==> src/rtl/crtc_regs_pkg.sv <==
`default_nettype none
// +----------------------------------------------------------------------+
// | crtc_pkg - register indices, field widths and PET 40-col defaults     |
// | Revision: 1.0                                                         |
// +----------------------------------------------------------------------+
package crtc_pkg;

    typedef logic [4:0] crtc_addr_t;

    localparam crtc_addr_t CRTC_R_HTOTAL     = 5'd0;
    localparam crtc_addr_t CRTC_R_HDISP      = 5'd1;
    localparam crtc_addr_t CRTC_R_HSYNCPOS   = 5'd2;
    localparam crtc_addr_t CRTC_R_SYNCWIDTH  = 5'd3;
    localparam crtc_addr_t CRTC_R_VTOTAL     = 5'd4;
    localparam crtc_addr_t CRTC_R_VADJUST    = 5'd5;
    localparam crtc_addr_t CRTC_R_VDISP      = 5'd6;
    localparam crtc_addr_t CRTC_R_VSYNCPOS   = 5'd7;
    localparam crtc_addr_t CRTC_R_MODE       = 5'd8;
    localparam crtc_addr_t CRTC_R_CHARHEIGHT = 5'd9;
    localparam crtc_addr_t CRTC_R_START_HI   = 5'd12;
    localparam crtc_addr_t CRTC_R_START_LO   = 5'd13;
    localparam crtc_addr_t CRTC_R_CURSOR_HI  = 5'd14;
    localparam crtc_addr_t CRTC_R_CURSOR_LO  = 5'd15;

    localparam int CRTC_W_R4  = 7;
    localparam int CRTC_W_R5  = 5;
    localparam int CRTC_W_R6  = 7;
    localparam int CRTC_W_R7  = 7;
    localparam int CRTC_W_R9  = 5;
    localparam int CRTC_W_R12 = 6;
    localparam int CRTC_W_R14 = 6;

    localparam logic [7:0] CRTC_RST_R0 = 8'd49;
    localparam logic [7:0] CRTC_RST_R1 = 8'd40;
    localparam logic [7:0] CRTC_RST_R2 = 8'd41;
    localparam logic [7:0] CRTC_RST_R3 = 8'h1F;
    localparam logic [7:0] CRTC_RST_R4 = 8'd32;
    localparam logic [7:0] CRTC_RST_R5 = 8'd5;
    localparam logic [7:0] CRTC_RST_R6 = 8'd25;
    localparam logic [7:0] CRTC_RST_R7 = 8'd29;
    localparam logic [7:0] CRTC_RST_R9 = 8'd7;

    // Registers that go through the shadow/active pair.
    function automatic logic crtc_is_buffered(input crtc_addr_t a);
        return (a <= CRTC_R_VSYNCPOS) || (a == CRTC_R_CHARHEIGHT) ||
               (a == CRTC_R_START_HI) || (a == CRTC_R_START_LO);
    endfunction

endpackage
`default_nettype wire

==> src/rtl/crtc_regs_if.sv <==
`default_nettype none
// +----------------------------------------------------------------------+
// | crtc_regs_if - CPU address/data register-pair access port             |
// | Revision: 1.0                                                         |
// +----------------------------------------------------------------------+
interface crtc_regs_if;
    logic       cpu_en;
    logic       cpu_rw;
    logic       cpu_rs;
    logic [7:0] cpu_data_in;
    logic [7:0] cpu_data_out;

    modport master (output cpu_en, cpu_rw, cpu_rs, cpu_data_in, input cpu_data_out);
    modport slave  (input cpu_en, cpu_rw, cpu_rs, cpu_data_in, output cpu_data_out);
endinterface
`default_nettype wire

==> src/rtl/crtc_regs_shadow_reg.sv <==
`default_nettype none
// +----------------------------------------------------------------------+
// | crtc_shadow_reg - shadow register with frame-boundary active copy     |
// | Revision: 1.0                                                         |
// +----------------------------------------------------------------------+
module crtc_shadow_reg #(
    parameter int               WIDTH   = 8,
    parameter logic [WIDTH-1:0] RST_VAL = '0
) (
    input  wire logic             clk,
    input  wire logic             rst,
    input  wire logic             load_i,
    input  wire logic [WIDTH-1:0] data_i,
    input  wire logic             xfer_i,
    output logic      [WIDTH-1:0] active_o
);

    logic [WIDTH-1:0] shadow_q;
    logic [WIDTH-1:0] active_q;

    // Transfer samples the pre-write shadow, so a same-cycle write waits a frame.
    always_ff @(posedge clk) begin
        if (rst) begin
            shadow_q <= RST_VAL;
            active_q <= RST_VAL;
        end else begin
            if (load_i) shadow_q <= data_i;
            if (xfer_i) active_q <= shadow_q;
        end
    end

    assign active_o = active_q;

endmodule
`default_nettype wire

==> src/rtl/crtc_regs.sv <==
`default_nettype none
// +----------------------------------------------------------------------+
// | crtc_regs - 6545-style CRTC register file with double-buffered timing |
// | Revision: 1.0                                                         |
// +----------------------------------------------------------------------+
module crtc_regs
    import crtc_pkg::*;
#(
    parameter bit         FRAME_SYNC = 1'b1,
    parameter logic [7:0] RST_R0     = CRTC_RST_R0,
    parameter logic [7:0] RST_R1     = CRTC_RST_R1,
    parameter logic [7:0] RST_R2     = CRTC_RST_R2,
    parameter logic [7:0] RST_R3     = CRTC_RST_R3,
    parameter logic [7:0] RST_R4     = CRTC_RST_R4,
    parameter logic [7:0] RST_R5     = CRTC_RST_R5,
    parameter logic [7:0] RST_R6     = CRTC_RST_R6,
    parameter logic [7:0] RST_R7     = CRTC_RST_R7,
    parameter logic [7:0] RST_R9     = CRTC_RST_R9
) (
    input  wire logic        pixel_clk,
    input  wire logic        reset,
    crtc_regs_if.slave       cpu,
    input  wire logic        frame_start,
    output logic [7:0]       h_char_total,
    output logic [7:0]       h_char_displayed,
    output logic [7:0]       h_sync_pos,
    output logic [3:0]       h_sync_width,
    output logic [3:0]       v_sync_width,
    output logic [6:0]       v_char_total,
    output logic [4:0]       v_adjust,
    output logic [6:0]       v_char_displayed,
    output logic [6:0]       v_sync_pos,
    output logic [4:0]       v_char_height,
    output logic [13:0]      start_addr,
    output logic [13:0]      cursor_addr,
    output logic             pending
);

    logic       w_wr_addr, w_wr_data, w_rd, w_buf_wr, w_xfer;
    logic [7:0] w_d;
    crtc_addr_t addr_q;
    logic       pending_q, pending_d;
    logic [7:0] rdata_q, rdata_d;
    logic [CRTC_W_R14-1:0] r14_q;
    logic [7:0]            r15_q;
    logic [7:0]            w_r3;
    logic [CRTC_W_R12-1:0] w_r12;
    logic [7:0]            w_r13;

    assign w_d       = cpu.cpu_data_in;
    assign w_wr_addr = cpu.cpu_en & ~cpu.cpu_rw & ~cpu.cpu_rs;
    assign w_wr_data = cpu.cpu_en & ~cpu.cpu_rw &  cpu.cpu_rs;
    assign w_rd      = cpu.cpu_en &  cpu.cpu_rw;
    assign w_buf_wr  = w_wr_data & crtc_is_buffered(addr_q);
    assign w_xfer    = FRAME_SYNC ? (frame_start & pending_q) : 1'b1;

    crtc_shadow_reg #(.WIDTH(8), .RST_VAL(RST_R0)) u_r0 (
        .clk(pixel_clk), .rst(reset), .load_i(w_wr_data && addr_q == CRTC_R_HTOTAL),
        .data_i(w_d), .xfer_i(w_xfer), .active_o(h_char_total));
    crtc_shadow_reg #(.WIDTH(8), .RST_VAL(RST_R1)) u_r1 (
        .clk(pixel_clk), .rst(reset), .load_i(w_wr_data && addr_q == CRTC_R_HDISP),
        .data_i(w_d), .xfer_i(w_xfer), .active_o(h_char_displayed));
    crtc_shadow_reg #(.WIDTH(8), .RST_VAL(RST_R2)) u_r2 (
        .clk(pixel_clk), .rst(reset), .load_i(w_wr_data && addr_q == CRTC_R_HSYNCPOS),
        .data_i(w_d), .xfer_i(w_xfer), .active_o(h_sync_pos));
    crtc_shadow_reg #(.WIDTH(8), .RST_VAL(RST_R3)) u_r3 (
        .clk(pixel_clk), .rst(reset), .load_i(w_wr_data && addr_q == CRTC_R_SYNCWIDTH),
        .data_i(w_d), .xfer_i(w_xfer), .active_o(w_r3));
    crtc_shadow_reg #(.WIDTH(CRTC_W_R4), .RST_VAL(RST_R4[CRTC_W_R4-1:0])) u_r4 (
        .clk(pixel_clk), .rst(reset), .load_i(w_wr_data && addr_q == CRTC_R_VTOTAL),
        .data_i(w_d[CRTC_W_R4-1:0]), .xfer_i(w_xfer), .active_o(v_char_total));
    crtc_shadow_reg #(.WIDTH(CRTC_W_R5), .RST_VAL(RST_R5[CRTC_W_R5-1:0])) u_r5 (
        .clk(pixel_clk), .rst(reset), .load_i(w_wr_data && addr_q == CRTC_R_VADJUST),
        .data_i(w_d[CRTC_W_R5-1:0]), .xfer_i(w_xfer), .active_o(v_adjust));
    crtc_shadow_reg #(.WIDTH(CRTC_W_R6), .RST_VAL(RST_R6[CRTC_W_R6-1:0])) u_r6 (
        .clk(pixel_clk), .rst(reset), .load_i(w_wr_data && addr_q == CRTC_R_VDISP),
        .data_i(w_d[CRTC_W_R6-1:0]), .xfer_i(w_xfer), .active_o(v_char_displayed));
    crtc_shadow_reg #(.WIDTH(CRTC_W_R7), .RST_VAL(RST_R7[CRTC_W_R7-1:0])) u_r7 (
        .clk(pixel_clk), .rst(reset), .load_i(w_wr_data && addr_q == CRTC_R_VSYNCPOS),
        .data_i(w_d[CRTC_W_R7-1:0]), .xfer_i(w_xfer), .active_o(v_sync_pos));
    crtc_shadow_reg #(.WIDTH(CRTC_W_R9), .RST_VAL(RST_R9[CRTC_W_R9-1:0])) u_r9 (
        .clk(pixel_clk), .rst(reset), .load_i(w_wr_data && addr_q == CRTC_R_CHARHEIGHT),
        .data_i(w_d[CRTC_W_R9-1:0]), .xfer_i(w_xfer), .active_o(v_char_height));
    crtc_shadow_reg #(.WIDTH(CRTC_W_R12), .RST_VAL('0)) u_r12 (
        .clk(pixel_clk), .rst(reset), .load_i(w_wr_data && addr_q == CRTC_R_START_HI),
        .data_i(w_d[CRTC_W_R12-1:0]), .xfer_i(w_xfer), .active_o(w_r12));
    crtc_shadow_reg #(.WIDTH(8), .RST_VAL('0)) u_r13 (
        .clk(pixel_clk), .rst(reset), .load_i(w_wr_data && addr_q == CRTC_R_START_LO),
        .data_i(w_d), .xfer_i(w_xfer), .active_o(w_r13));

    // Pending clears on transfer but a coincident buffered write re-arms it.
    always_comb begin
        pending_d = pending_q;
        if (w_xfer)   pending_d = 1'b0;
        if (w_buf_wr) pending_d = 1'b1;
        if (!FRAME_SYNC) pending_d = 1'b0;
    end

    always_comb begin
        rdata_d = rdata_q;
        if (w_rd) begin
            if (!cpu.cpu_rs)                        rdata_d = {pending_q, 2'b00, addr_q};
            else if (addr_q == CRTC_R_CURSOR_HI)    rdata_d = {2'b00, r14_q};
            else if (addr_q == CRTC_R_CURSOR_LO)    rdata_d = r15_q;
            else                                    rdata_d = 8'h00;
        end
    end

    always_ff @(posedge pixel_clk) begin
        if (reset) begin
            addr_q    <= '0;
            pending_q <= 1'b0;
            rdata_q   <= 8'h00;
            r14_q     <= '0;
            r15_q     <= '0;
        end else begin
            pending_q <= pending_d;
            rdata_q   <= rdata_d;
            if (w_wr_addr) addr_q <= w_d[4:0];
            if (w_wr_data && addr_q == CRTC_R_CURSOR_HI) r14_q <= w_d[CRTC_W_R14-1:0];
            if (w_wr_data && addr_q == CRTC_R_CURSOR_LO) r15_q <= w_d;
        end
    end

    assign h_sync_width     = w_r3[3:0];
    assign v_sync_width     = w_r3[7:4];
    assign start_addr       = {w_r12, w_r13};
    assign cursor_addr      = {r14_q, r15_q};
    assign pending          = pending_q;
    assign cpu.cpu_data_out = rdata_q;

endmodule
`default_nettype wire

==> src/flat_wrapper.sv <==
// flat-port wrapper written by rule: the top's interface ports become plain ports
module crtc_regs_flat import crtc_pkg::*;
#(
    parameter bit         FRAME_SYNC = 1'b1,
    parameter logic [7:0] RST_R0     = CRTC_RST_R0,
    parameter logic [7:0] RST_R1     = CRTC_RST_R1,
    parameter logic [7:0] RST_R2     = CRTC_RST_R2,
    parameter logic [7:0] RST_R3     = CRTC_RST_R3,
    parameter logic [7:0] RST_R4     = CRTC_RST_R4,
    parameter logic [7:0] RST_R5     = CRTC_RST_R5,
    parameter logic [7:0] RST_R6     = CRTC_RST_R6,
    parameter logic [7:0] RST_R7     = CRTC_RST_R7,
    parameter logic [7:0] RST_R9     = CRTC_RST_R9
)
  (pixel_clk, reset, frame_start, h_char_total, h_char_displayed, h_sync_pos, h_sync_width, v_sync_width, v_char_total, v_adjust, v_char_displayed, v_sync_pos, v_char_height, start_addr, cursor_addr, pending, cpu_cpu_en, cpu_cpu_rw, cpu_cpu_rs, cpu_cpu_data_in, cpu_cpu_data_out);
  crtc_regs_if cpu_i ();
  input  wire logic pixel_clk;
  input  wire logic reset;
  input  wire logic frame_start;
  output logic [7:0] h_char_total;
  output logic [7:0] h_char_displayed;
  output logic [7:0] h_sync_pos;
  output logic [3:0] h_sync_width;
  output logic [3:0] v_sync_width;
  output logic [6:0] v_char_total;
  output logic [4:0] v_adjust;
  output logic [6:0] v_char_displayed;
  output logic [6:0] v_sync_pos;
  output logic [4:0] v_char_height;
  output logic [13:0] start_addr;
  output logic [13:0] cursor_addr;
  output logic pending;
  input wire logic [$bits(cpu_i.cpu_en)-1:0] cpu_cpu_en;
  input wire logic [$bits(cpu_i.cpu_rw)-1:0] cpu_cpu_rw;
  input wire logic [$bits(cpu_i.cpu_rs)-1:0] cpu_cpu_rs;
  input wire logic [$bits(cpu_i.cpu_data_in)-1:0] cpu_cpu_data_in;
  output wire logic [$bits(cpu_i.cpu_data_out)-1:0] cpu_cpu_data_out;
  assign cpu_i.cpu_en = cpu_cpu_en;
  assign cpu_i.cpu_rw = cpu_cpu_rw;
  assign cpu_i.cpu_rs = cpu_cpu_rs;
  assign cpu_i.cpu_data_in = cpu_cpu_data_in;
  assign cpu_cpu_data_out = cpu_i.cpu_data_out;
  crtc_regs #(.FRAME_SYNC(FRAME_SYNC), .RST_R0(RST_R0), .RST_R1(RST_R1), .RST_R2(RST_R2), .RST_R3(RST_R3), .RST_R4(RST_R4), .RST_R5(RST_R5), .RST_R6(RST_R6), .RST_R7(RST_R7), .RST_R9(RST_R9)) u_core (.pixel_clk(pixel_clk), .reset(reset), .cpu(cpu_i), .frame_start(frame_start), .h_char_total(h_char_total), .h_char_displayed(h_char_displayed), .h_sync_pos(h_sync_pos), .h_sync_width(h_sync_width), .v_sync_width(v_sync_width), .v_char_total(v_char_total), .v_adjust(v_adjust), .v_char_displayed(v_char_displayed), .v_sync_pos(v_sync_pos), .v_char_height(v_char_height), .start_addr(start_addr), .cursor_addr(cursor_addr), .pending(pending));
endmodule
==> config.mk <==
export PLATFORM = sky130hd
export DESIGN_NAME = crtc_regs_flat
export DESIGN_NICKNAME = d
export VERILOG_FILES = /design/src/rtl/crtc_regs_pkg.sv /design/src/rtl/crtc_regs_if.sv /design/src/rtl/crtc_regs_shadow_reg.sv /design/src/rtl/crtc_regs.sv /design/src/flat_wrapper.sv
export SDC_FILE = /design/constraint.sdc
export NUM_CORES = 1
export LEC_CHECK = 0
export ABC_AREA = 1
export BUFFER_PORTS_ARGS = -buffer_cell sky130_fd_sc_hd__clkbuf_2
export CORE_MARGIN = 2
export CORE_UTILIZATION = 55
export CTS_CLUSTER_SIZE = 16
export DETAILED_ROUTE_END_ITERATION = 8
export GPL_TIMING_DRIVEN = 0
export PLACE_DENSITY = 0.84
export SLEW_MARGIN = 25
export SYNTH_ARGS = -nofsm -noshare
export SYNTH_HDL_FRONTEND = slang
export SYNTH_SLANG_ARGS = --single-unit
export TNS_END_PERCENT = 30
==> constraint.sdc <==
create_clock -name pixel_clk -period 1.8 [get_ports pixel_clk]
set_input_delay 0.45 -clock pixel_clk [delete_from_list [all_inputs] [get_ports pixel_clk]]
set_output_delay 0.45 -clock pixel_clk [all_outputs]
set_load 0.03 [all_outputs]
# Yosys cells after proc, flatten, opt, wreduce, memory -nomap -nowiden
# Index checks and enable logic that the tools add are counted.
[totals]
ff_bits = 182
elab_cells = 71
[op_classes]
magnitude_cmp = 1
n_reduce_logical = 18
eq_ne = 12
n_mux = 5
bitwise_logic = 8
[op_table]
columns = ["cell", "n"]
rows = [
  ["$eq A5 B4 Y1 const B", 5],
  ["$mux W8", 3],
  ["$eq A5 B3 Y1 const B", 4],
  ["$logic_and A1 B1 Y1", 13],
  ["$eq A5 B2 Y1 const B", 2],
  ["$and A1 B1 Y1", 6],
  ["$eq A5 B1 Y1 const B", 1],
  ["$le A5 B3 Y1 const B", 1],
  ["$logic_not A5 Y1", 1],
  ["$logic_or A1 B1 Y1", 3],
  ["$mux W1", 2],
  ["$not A1 Y1", 2],
  ["$reduce_bool A2 Y1", 1],
]

# Depth between registers and ports, before layout
[logic_depth]
ltp_word = 6
mapped_depth = 8

# Hierarchy
# A second synthesis with hierarchy kept.
[unflattened]
cells_unflattened = 1071
area_unflattened_um2 = 7544.7
[by_module_without_submodules]
columns = ["module", "instances", "cells_each", "area_each_um2"]
rows = [
  ["crtc_regs", 1, 189, 1358.8],
  ["crtc_shadow_reg (u_core.u_r0 ...)", 2, 90, 624.3],
  ["crtc_shadow_reg (u_core.u_r13)", 1, 102, 698.2],
  ["crtc_shadow_reg (u_core.u_r1)", 1, 94, 634.4],
  ["crtc_shadow_reg (u_core.u_r3)", 1, 82, 599.3],
  ["crtc_shadow_reg (u_core.u_r4)", 1, 86, 571.8],
  ["crtc_shadow_reg (u_core.u_r6)", 1, 78, 560.5],
  ["crtc_shadow_reg (u_core.u_r7)", 1, 74, 558.0],
  ["crtc_shadow_reg (u_core.u_r12)", 1, 76, 499.2],
  ["crtc_shadow_reg (u_core.u_r5)", 1, 57, 416.6],
  ["crtc_shadow_reg (u_core.u_r9)", 1, 53, 399.1],
]

# Least setup slack after synthesis
# OpenSTA, ideal clock, no wires.
[synth_path]
kind = "input to register"
start = "in cpu_cpu_rs"
end = "reg u_core.u_r0.shadow_q[3]"
required_time_ps = 1684
setup_slack_ps = 318
setup_ps = 116
path_buffers = 2
path_stages = 7
t_arrival_ps = 1367
cell_sequence = "buf_2 > nand3_2 > nor3_2 > nand2_1 > clkbuf_1 > o21ai_0 > nor2_1"
[synth_between]
elab_chain_cells = 2
[synth_lines]
columns = ["element", "line_no", "text"]
rows = [
  ["from (decl)", "flat_wrapper.sv:35", "input wire logic [$bits(cpu_i.cpu_rs)-1:0] cpu_cpu_rs;"],
  ["$and A1 B1 Y1", "crtc_regs.sv:52", "assign w_wr_data = cpu.cpu_en & ~cpu.cpu_rw & cpu.cpu_rs;"],
  ["$logic_and A1 B1 Y1", "crtc_regs.sv:58", ".clk(pixel_clk), .rst(reset), .load_i(w_wr_data && addr_q == CRTC_R_HTOTAL),"],
  ["to (signal assigned)", "crtc_regs_shadow_reg.sv:27", "if (load_i) shadow_q <= data_i;"],
  ["to (decl)", "crtc_regs_shadow_reg.sv:18", "logic [WIDTH-1:0] shadow_q;"],
]
# Every way passes these cells.
# A chain may end at the register's enable or synchronous reset.

# Worst setup path after layout
[layout_path]
start = "reg u_core.pending_q, in the netlist u_core.pending"
end = "reg u_core.u_r7.active_q[0], in the netlist u_core.u_r7.active_o[0]"
[layout_between]
elab_chain_cells = 1
[layout_lines]
columns = ["element", "line_no", "text"]
rows = [
  ["from (decl)", "crtc_regs.sv:42", "logic pending_q, pending_d;"],
  ["from (signal assigned)", "crtc_regs.sv:117", "pending_q <= pending_d;"],
  ["$and A1 B1 Y1", "crtc_regs.sv:55", "assign w_xfer = FRAME_SYNC ? (frame_start & pending_q) : 1'b1;"],
  ["to (signal assigned)", "crtc_regs_shadow_reg.sv:28", "if (xfer_i) active_q <= shadow_q;"],
  ["to (decl)", "crtc_regs_shadow_reg.sv:19", "logic [WIDTH-1:0] active_q;"],
]
# Every way passes these cells.

==> metrics.csv <==
stage,metric,value,unit
routing,DRT antenna net count,0,
power_and_ir_drop,VDD IR max,0.629,mV
sta,RSZ-0062 raised after global routing,true,
power_and_ir_drop,pwr/cell area,1060,nW/um2
power_and_ir_drop,Design Power,8.24,mW
worst_setup_path,critical path depth in cells,6,
worst_setup_path,reg2reg path depth,6,
worst_setup_path,Critical Path RT,2.16,ns
synthesis,Synth Area in XOR/XNOR,0,
layout,Final #Nets,976,
floorplan,Die Wd,113,um
synthesis,largest family of logic cells by synthesized area,simple AND/OR/NAND/NOR gates,
sta,Highest Clock Rate,597,MHz
layout,Antenna Cells,0,
run_status,outcome,"finished, final reports clean",
sta,final setup fails,0,
routing,Routed wire per std cell,15.4,um
routing,Post-Route WL,17.2,mm
synthesis,post-synthesis sequential area ratio,0.562,
floorplan,core box area,11500,um2
floorplan,I/O Pins,114,
global_routing,total global routing overflow,0,
layout,share of cells above drive strength 1,0.168,
routing,vias post-DR,6073,
synthesis,Compound-Gate Fraction of Synth Area,0.151,
worst_setup_path,buffers and inverters on the worst path,3,
sta,setup skew after layout,0.00827,ns
synthesis,syn_nets,847,
clock_network,CTS Buf Count,17,
placed_design,PortBufs,110,
worst_setup_path,CP top delay family,buffers and inverters,
worst_setup_path,Worst Setup Path Type,reg2reg,
worst_setup_path,critical path launch point type,flop,
min_path,Worst Hold Class,in2reg,
sta,Fin. Hold Viols,0,
placed_design,placer congestion estimate,0.899,
sta,Max Slew Vio Count,0,
synthesis,Synth Instances,833,
routing,DR pass1 iterations,7,
clock_network,CTS tree,done,
clock_network,H-tree depth reported by CTS,4,
layout,Layout fillers,946,
sta,Final period util,0.931,
clock_network,worst-skew pair later-pin latency,0.43,ns
sta,crit path time final,1.68,ns
placed_design,Post-DP HPWL,11.9,mm
worst_setup_path,CP endpoint kind,flop,
global_routing,initial antenna violation count,0,
floorplan,Starting Density,0.565,
global_routing,largest net degree at the start of global routing,17,
routing,DRT iter0 DRCs,533,
synthesis,Yosys cell types,18,
worst_setup_path,"Cell Chain, Critical Path",nand2_1 > inv_2 > buf_2 > clkbuf_1 > nand2_1 > nand3_1,
sta,Rel. slew slack,0.539,
synthesis,mux cell area share after synthesis,0,
clock_network,clk buf depth,2,
global_routing,first-pass GRT wire length,27.4,mm
synthesis,Netlist Area Pre-Place,6480,um2
floorplan,full die area,12700,um2
worst_setup_path,Worst Path Max Fanout,10,
placed_design,area post-placement,7210,um2
synthesis,Simple-Gate Fraction of Synth Area,0.233,
floorplan,die height,113,um
layout,Finished Cell Area,7770,um2
clock_network,# hold bufs at CTS,0,
synthesis,syn_area_per_cell,7.78,um2
power_and_ir_drop,Leakage,3.46,nW
clock_network,CTS root buffer,clkbuf_16,
clock_network,clock sinks,182,
routing,Via density,5.43,
global_routing,GRT Util Overall,0.277,
clock_network,clock transition at the registers of the reported paths,0.06,ns
worst_setup_path,CP max stage delay,0.42,ns
min_path,Cells on Worst Hold Path,2,
synthesis,Synth Warn #,0,
worst_setup_path,crit path DAT,2.04,ns
layout,Area Growth Syn to Fin,19.9,%
worst_setup_path,CP max-delay cell,dfxtp_1,
synthesis,"FF+latch count, synth",182,
job,max_cap viols,0,
floorplan,Core Rows,39,
routing,DRC Markers,0,
clock_network,postcts setup bufs,0,
worst_setup_path,Crit path top cell by count,nand2_1,
synthesis,Post-Synth Adder-Cell Area,0,
global_routing,vias in the first global route,5587,
sta,Worst-Margin Slew,0.692,ns
-- worst register-to-register path, stage by stage, from the launching register on --
cell      delay (ns)
dfxtp_1         0.42
nand2_1         0.21
inv_2           0.15
buf_2           0.26
clkbuf_1        0.35
nand2_1         0.11
nand3_1         0.11
-- per-layer routing --
layer,share of wire,GRT usage
met1,0.43,0.350
met2,0.46,0.447
met3,0.068,0.0578
met4,0.041,0.149
met5,0,0
-- flip-flops by register name (all words and copies together), names as in the netlist, 7 cells and up --
| signal | cells |
|---|---|
| u_core.u_r6.shadow_q | 7 |
| u_core.u_r4.active_o | 7 |
| u_core.u_r6.active_o | 7 |
| u_core.u_r13.active_o | 8 |
| u_core.u_r1.active_o | 8 |
| u_core.u_r4.shadow_q | 7 |
| u_core.u_r2.shadow_q | 8 |
| u_core.u_r1.shadow_q | 8 |
| u_core.u_r7.shadow_q | 7 |
| u_core.u_r0.active_o | 8 |
| u_core.u_r3.active_o | 8 |
| u_core.u_r13.shadow_q | 8 |
| u_core.u_r0.shadow_q | 8 |
| u_core.u_r2.active_o | 8 |
| u_core.u_r3.shadow_q | 8 |
| u_core.r15_q | 8 |
| u_core.cpu.cpu_data_out | 8 |
| u_core.u_r7.active_o | 7 |
-- where the power goes --
group | total [mW] | switching [mW] | internal (mW)
Clock | 3.53 | 1.52 | 2.01
Combinational | 0.560 | 0.416 | 0.144
Sequential | 4.15 | 0.0484 | 4.10
Total | 8.24 | 1.98 | 6.26
-- layout make-up --
| class | count | area, um2 | area share |
|---|---|---|---|
| tap | 143 | 179 | 0.0230 |
| inverter | 40 | 150 | 0.0193 |
| timing repair buffer | 110 | 551 | 0.0709 |
| multi-input combinational | 563 | 2490 | 0.321 |
| buffer | 48 | 196 | 0.0253 |
| clock inverter | 7 | 71.3 | 0.00918 |
| sequential | 182 | 3640 | 0.469 |
| clock buffer | 25 | 485 | 0.0625 |
-- metrics by stage --
step	hold slack [ns]	setup TNS, ns	utilization	setup WS (ns)	instances
after floorplan	0.429	0	-	0.318	833
after global placement	0.441	-2.60	0.629	-0.113	1086
after detailed placement	0.444	-3.11	0.629	-0.163	1086
after CTS	0.269	0	0.677	0.0516	1118
after global routing	0.285	-0.00730	0.678	-0.00730	1118
final	0.295	0	0.678	0.124	1118
-- cells by family after synthesis --
family	after synthesis
flip-flops	182
buffers and inverters	88
AND/OR/NAND/NOR	378
AO/OA/AOI/OAI	185
-- final timing paths --
kind	startpoint	end	slack [ns]
setup / recovery	u_core.pending	u_core.u_r7.active_o[0]	0.12
hold / removal	reset	u_core.pending	0.30
setup reg to reg	u_core.pending	u_core.u_r7.active_o[0]	0.12
hold reg to reg	u_core.u_r13.shadow_q[2]	u_core.u_r13.active_o[2]	0.45
-- placed cells by master (no fill, tap or decap), types with 3 or more instances in the layout --
cell        instances
nor2_1            200
o21ai_1             7
clkinvlp_4          3
nand3_1            47
inv_1              31
a21oi_1            45
clkbuf_16          17
clkbuf_8            3
buf_2               9
dfxtp_1           182
inv_2               8
clkbuf_2          114
o21ai_0           111
nand2_1           123
o211ai_1           22
buf_1               3
clkbuf_1           37
-- cells in the mapped netlist (all sizes together) --
cell type | count | share of area
nor2 | 202 | 0.12
dfxtp | 182 | 0.56
nand2 | 123 | 0.071
o21ai | 118 | 0.091
nand3 | 49 | 0.039
a21oi | 45 | 0.035
inv | 39 | 0.023
clkbuf | 36 | 0.021
o211ai | 22 | 0.025
buf | 12 | 0.0087
nand4 | 2 | 0.0019
nor3 | 2 | 0.0031
clkinv | 1 | 0.00058
-- timing repair --
item	CTS	global route
cloned	0	0
setup endpoints to repair	4	29
gates resized for setup	1	6
endpoints found under the hold margin	0	0
No activity file was read; power rests on OpenSTA's default activity.
